$ cat config.mk
export PLATFORM = sky130hd
export DESIGN_NAME = ex_stage
export DESIGN_NICKNAME = d
export VERILOG_FILES = /design/src/rtl/ex_stage.sv
export SDC_FILE = /design/constraint.sdc
export NUM_CORES = 1
export LEC_CHECK = 0
export ABC_AREA = 0
export BUFFER_PORTS_ARGS = -buffer_cell sky130_fd_sc_hd__buf_2
export CORE_MARGIN = 8
export CORE_UTILIZATION = 30
export DETAILED_ROUTE_END_ITERATION = 8
export PLACE_DENSITY = 0.51
export SYNTH_ARGS = -nofsm -noshare
export SYNTH_HDL_FRONTEND = slang
export SYNTH_SLANG_ARGS = --single-unit
$ cat constraint.sdc
create_clock -name clk -period 3.4 [get_ports clk]
set_input_delay 0.17 -clock clk [delete_from_list [all_inputs] [get_ports clk]]
set_output_delay 0.17 -clock clk [all_outputs]
set_load 0.03 [all_outputs]
$ cat src/rtl/ex_stage.sv
// Execute stage: combinational ALU feeding the EX/MEM pipeline register, plus the
// WWD output port, the sticky HLT latch and the retired-instruction counter.
module ex_stage #(
  parameter int WORD   = 16,
  parameter int REGIDX = 2
) (
  input  logic              clk,
  input  logic              reset_n,
  input  logic              valid_in,
  input  logic [3:0]        alu_ctrl,
  input  logic [WORD-1:0]   op_a,
  input  logic [WORD-1:0]   op_b,
  input  logic [WORD-1:0]   store_data_in,
  input  logic [REGIDX-1:0] dest_in,
  input  logic              reg_write_in,
  input  logic              mem_read_in,
  input  logic              mem_write_in,
  input  logic              stall_in,
  input  logic              flush_in,
  output logic              ready_out,
  output logic              valid_out,
  output logic [WORD-1:0]   alu_result,
  output logic [WORD-1:0]   store_data_out,
  output logic [REGIDX-1:0] dest_out,
  output logic              reg_write_out,
  output logic              mem_read_out,
  output logic              mem_write_out,
  output logic [WORD-1:0]   output_port,
  output logic              halted,
  output logic [15:0]       num_inst
);

  typedef enum logic [3:0] {
    ALU_ADD = 4'b0000,
    ALU_SUB = 4'b0001,
    ALU_AND = 4'b0010,
    ALU_ORR = 4'b0011,
    ALU_NOT = 4'b0100,
    ALU_TCP = 4'b0101,
    ALU_SHL = 4'b0110,
    ALU_SHR = 4'b0111,
    ALU_LHI = 4'b1000,
    ALU_WWD = 4'b1101,
    ALU_HLT = 4'b1111
  } alu_op_e;

  logic [WORD-1:0]   alu_d;
  logic              acc;
  logic              is_wwd;
  logic              is_hlt;

  logic              valid_q;
  logic [WORD-1:0]   result_q;
  logic [WORD-1:0]   store_data_q;
  logic [REGIDX-1:0] dest_q;
  logic              reg_write_q;
  logic              mem_read_q;
  logic              mem_write_q;
  logic [WORD-1:0]   output_port_q;
  logic              halted_q;
  logic [15:0]       num_inst_q;

  // NOTE: the default assignment before the case keeps this block free of latches
  // for codes the case does not list.
  always_comb begin
    alu_d = '0;
    case (alu_op_e'(alu_ctrl))
      ALU_ADD: alu_d = op_a + op_b;
      ALU_SUB: alu_d = op_a - op_b;
      ALU_AND: alu_d = op_a & op_b;
      ALU_ORR: alu_d = op_a | op_b;
      ALU_NOT: alu_d = ~op_a;
      ALU_TCP: alu_d = ~op_a + 1'b1;
      ALU_SHL: alu_d = {op_a[WORD-2:0], 1'b0};
      ALU_SHR: alu_d = {op_a[WORD-1], op_a[WORD-1:1]};
      ALU_LHI: alu_d = {op_b[7:0], {(WORD-8){1'b0}}};
      ALU_WWD: alu_d = op_a;
      default: alu_d = '0;
    endcase
  end

  assign acc    = valid_in & ~stall_in & ~flush_in & ~halted_q;
  assign is_wwd = (alu_ctrl == ALU_WWD);
  assign is_hlt = (alu_ctrl == ALU_HLT);

  // NOTE: state registers use non-blocking assignments so every register samples
  // the pre-edge values regardless of statement order.
  always_ff @(posedge clk or negedge reset_n) begin
    if (!reset_n) begin
      valid_q       <= 1'b0;
      result_q      <= '0;
      store_data_q  <= '0;
      dest_q        <= '0;
      reg_write_q   <= 1'b0;
      mem_read_q    <= 1'b0;
      mem_write_q   <= 1'b0;
      output_port_q <= '0;
      halted_q      <= 1'b0;
      num_inst_q    <= '0;
    end else if (!stall_in) begin
      if (acc) begin
        valid_q      <= 1'b1;
        result_q     <= alu_d;
        store_data_q <= store_data_in;
        dest_q       <= dest_in;
        // HLT retires as a valid slot but must never touch registers or memory.
        reg_write_q  <= reg_write_in & ~is_hlt;
        mem_read_q   <= mem_read_in  & ~is_hlt;
        mem_write_q  <= mem_write_in & ~is_hlt;
        num_inst_q   <= num_inst_q + 16'd1;
        if (is_wwd) output_port_q <= op_a;
        if (is_hlt) halted_q      <= 1'b1;
      end else begin
        valid_q      <= 1'b0;
        result_q     <= '0;
        store_data_q <= '0;
        dest_q       <= '0;
        reg_write_q  <= 1'b0;
        mem_read_q   <= 1'b0;
        mem_write_q  <= 1'b0;
      end
    end
  end

  assign ready_out      = ~stall_in;
  assign valid_out      = valid_q;
  assign alu_result     = result_q;
  assign store_data_out = store_data_q;
  assign dest_out       = dest_q;
  assign reg_write_out  = reg_write_q;
  assign mem_read_out   = mem_read_q;
  assign mem_write_out  = mem_write_q;
  assign output_port    = output_port_q;
  assign halted         = halted_q;
  assign num_inst       = num_inst_q;

endmodule

# == After elaboration in Yosys (flattened, before gate mapping) ==
# Cells that the tools add are included.
# totals
in_bits,62
ff_bits,71
wordCells,49
# classes
n_eq_ne,10
bitwise,13
reduce_logical,4
n_mux,8
n_addsub,4
# ops
operator,n
16-bit one-hot mux with 10 select lines,1
"16-bit by 1-bit adder with 16-bit output, second input constant",2
16-bit two-way mux,2
16-bit adder,1
16-bit bitwise AND,1
"4-bit by 3-bit == test with 1-bit output, second input constant",4
16-bit inverter,1
16-bit bitwise OR,1
16-bit subtractor,1
"4-bit == test, second input constant",3
"4-bit by 2-bit == test with 1-bit output, second input constant",2
1-bit bitwise AND,6
3-bit AND reduction,2
"4-bit by 1-bit == test with 1-bit output, second input constant",1
4-bit zero test,1
1-bit two-way mux,4
1-bit inverter,4
2-bit two-way mux,1
2-bit AND reduction,1

# == Depth between registers and ports, before layout ==
# depth
word_depth,5
mapped_depth,14
mapped_depth_nobuf,14

# == Least setup slack after synthesis ==
# OpenSTA, ideal clock, no wires.
# synth_timing
kind,input to register
start,input port alu_ctrl[2]
end,register result_q[8] (netlist: alu_result[8])
t_arrival_ps,2735
slack_ps,523
t_required_ps,3258
cell_stages,13
path_cell_list,buf_2 > buf_1 > nor3_1 > clkbuf_1 > nor2_1 > xnor2_1 > ha_1 > nor2b_1 > o31a_1 > or2_2 > a31oi_1 > xor2_1 > o221ai_1
# synth_via
elab_chain_cells,3
elab_cells_between_ends,12
# synth_rtl
item,line,text
"start, declared",10,"input logic [3:0] alu_ctrl,"
4-bit == test (tied with other cells),67,case (alu_op_e'(alu_ctrl))
16-bit one-hot mux with 10 select lines (*),67,
16-bit two-way mux (*),101,if (acc) begin
"end signal, assigned",103,result_q <= alu_d;
"end, declared",53,logic [WORD-1:0] result_q;
# Mark *: on every way between the ends. The rest lies on a longest branch, timed or not.
# A chain may end at the register's enable or synchronous reset.

# == Worst setup path in the final report ==
# layout_timing
start,input port op_b[0]
end,register result_q[15] (netlist: alu_result[15])
# layout_via
elab_chain_cells,3
elab_cells_between_ends,4
# layout_rtl
item,line,text
"start, declared",12,"input logic [WORD-1:0] op_b,"
16-bit subtractor / 16-bit adder (equally long branches),"69, 68",
16-bit one-hot mux with 10 select lines (*),67,
16-bit two-way mux (*),101,
# Marked as above.

==> summary.txt <==
Status - complete, but fails checks
Failing checks - hold timing
CTS Buffer Depth - 2
Mean Syn Cell Area - 9.049 um^2
Total of max-cap violations - 0
Cts repair resizes - 0
Top_reg_cell synth - dfrtp_1
Clock Latency Late Sink - 0.34 ns
Fill count - 1716
Critical Path Start - op_b[0]
Vias per cell - 5.574
Area leader, netlist - dfrtp_1
Vias in the first global route - 5254
PD cells - 458.5 nW/um^2
I/O pins - 134
H-Tree Depth - 3
Non-filler cells in the finished layout - 913
Synth Instances - 565
GRT busiest layer - met2
Critical Path End Type - flip-flop
Fin. max-slew vios - 0
Clk Tree Root Cell - clkbuf_16
P_sw - 0.0009851 W
Initial DRC count - 442
Die height - 146.5 um
Post-synth ARST share - 100.0%
Register area share after synthesis - 34.75%
Fin crit period - 2.946 ns
GRT Util Overall - 17.56%
Critical Path Fanout Max - 6
Largest net degree at the start of global routing - 72
Met1 Resource Use GR - 23.77%
Final setup TNS - 0 ns
Grt met2 use - 27.38%
Clock slew at reported path FFs - 0.06 ns
Core ar. - 16640 um^2
Num rows - 47
Pre-antenna DRT Iters - 7
Nets@finish - 771
Setup Crit Path Kind - input pin to flip-flop
N_diodes - 0
Post-CTS setup buffer count - 0
Synth top area share - 34.75%
Hold_buf cts - 0
Final Hold Slack - -0.03753 ns
Cts bufs inserted - 9
GPL Wtd Cong - 0.9097
Pint - 0.001937 W
CP startpoint kind - input pin
Worst R2R Start - halted$_DFFE_PN0P_
Mapped Nets - 648
Setup-failing EPs final - 0
Count of different cell masters after synthesis - 70
TritonCTS clock tree - yes
Comb pwr share - 28.1%
Worst Hold Class - input pin to async pin
Yosys reg bits - 71
Post-synth design cell area - 5112 um^2
Count leader, synth - dfrtp_1
Final period util - 86.66%
Die ar. - 21470 um^2
Met3 usage - 3.028%
Top cells by count, synth - dfrtp_1, nand2_1, nor2_1
Clock power share - 38.4%
Layout cells sized above 1 - 28.28%
Max-slew headroom - 34.50%
Max Clock Freq - 339.4 MHz
Post-synth EDFFs - 0
Warnings, synthesis - 0
DR DRC count - 0
Area Growth Syn to Fin - 24.67%
Drt wl/cell - 20.65 um
CP arrival - 3.15 ns
Antenna violations before repair - 0
Static Leakage - 3.005 nW
Ranking of synthesized cells by area - dfrtp_1, xnor2_1, ha_1
Global-route wire length before repair - 30210 um
WL final - 18850 um
Fin Clk Skew - 0.004272 ns
Dpl cells - 897
IO buf count - 133
VDD IR-drop max - 0.0002570 V
Switching share of power - 33.71%
Vias after detailed routing - 5089
Req. time, crit path - 3.60 ns
Reg power frac - 33.5%
Total congestion overflow - 0
Utilization after layout - 38.30%
Tightest Pin Transition - 0.9723 ns
Final hold vios - 29
Initial Util - 30.72%
HPWL Detailed - 14430 um
Clk sinks - 71
Routed Antenna Nets - 0
Die X - 146.5 um
RSZ-0062 raised after global routing - no
[power groups by stage]
stage	Combinational (W)	Sequential, W	Clock [W]
after floorplan	0.000382	0.00114	0
after global placement	0.000814	0.000993	0
after detailed placement	0.000817	0.000995	0
after CTS	0.000821	0.000981	0.00115
after global routing	0.000890	0.000994	0.00118
final	0.000821	0.000980	0.00112
[sequential cells by signal, indices dropped and copies added (netlist names)]
signal / count
output_port: 16
store_data_out: 16
mem_read_out: 1
num_inst: 16
mem_write_out: 1
reg_write_out: 1
dest_out: 2
halted: 1
valid_out: 1
alu_result: 16
[final timing paths]
kind | endpoint | slack [ns] | cells after the start
min in group clk | store_data_out[8]$_DFFE_PN0N_ | 0.05 | 2
max | alu_result[15]$_DFFE_PN0N_ | 0.45 | 15
min reg2reg | alu_result[6]$_DFFE_PN0N_ | 0.48 | 2
min | output_port[0]$_DFFE_PN0P_ | -0.04 | 1
max reg2reg | num_inst[14]$_DFFE_PN0P_ | 1.28 | 6
max in group asynchronous | store_data_out[5]$_DFFE_PN0N_ | 2.79 | 1
[per-layer routing]
metal / vias up / routed length [um]
li1: 2364 / -
met1: 2472 / 8882
met2: 223 / 8456
met3: 30 / 1122
met4: 0 / 391
met5: - / 0
[stage by stage]
| stage | hold WS [ns] | setup WS (ns) | power [W] | cell area, um^2 |
|---|---|---|---|---|
| final | -0.03753 | 0.4536 | 0.002922 | 6374 |
| after global routing | 0.04399 | 0.2762 | 0.003066 | 6374 |
| after CTS | 0.01196 | 0.5311 | 0.002956 | 6374 |
| after detailed placement | 0.3830 | 0.1607 | 0.001812 | 6030 |
| after global placement | 0.3611 | 0.1944 | 0.001807 | 6030 |
| after floorplan | -0.1256 | 0.5233 | 0.001522 | 5112 |
[cell families after synthesis]
logic type | count (synthesis) | synth area share [%]
buffers and inverters | 50 | 3.989
muxes | 28 | 5.923
adders and majority gates | 21 | 5.286
DFF | 71 | 34.75
and+or+nand+nor | 181 | 18.53
xor gates and xnor gates | 45 | 7.709
AOI/OAI and AO/OA | 169 | 23.81
[critical path, stage by stage]
cell and delay, ns:
buf_2 0.14, inv_1 0.09, ha_1 0.17, nand2b_1 0.07, or4_1 0.43, nor2_1 0.28
a21oi_1 0.13, xnor2_1 0.14, ha_1 0.37, a21o_1 0.22, o21bai_1 0.18, a221o_1 0.36
a41oi_1 0.20, xnor2_1 0.14, o21ai_1 0.07
[cell usage in the layout (no fill, tap or decap), types with 10 or more instances in the layout]
cell type	count
mux2_2	18
xnor2_1	34
nor3_1	14
o211ai_1	11
o21ai_0	21
a22o_1	24
xor2_1	11
buf_2	132
mux2i_1	10
nand3_1	13
inv_1	13
buf_4	17
a21oi_1	30
ha_1	20
dfrtp_1	71
nand2_1	50
nor2_1	41
[layout make-up]
| cell class | instances | area (um^2) | area share (%) |
|---|---|---|---|
| multi-input combinational | 444 | 3141 | 49.27 |
| sequential | 71 | 1777 | 27.88 |
| timing repair buffer | 149 | 788.3 | 12.37 |
| tap | 220 | 275.3 | 4.319 |
| clock buffer | 10 | 229.0 | 3.592 |
| clock inverter | 6 | 115.1 | 1.806 |
| inverter | 13 | 48.80 | 0.7656 |
(Power assumes the default switching activity.)
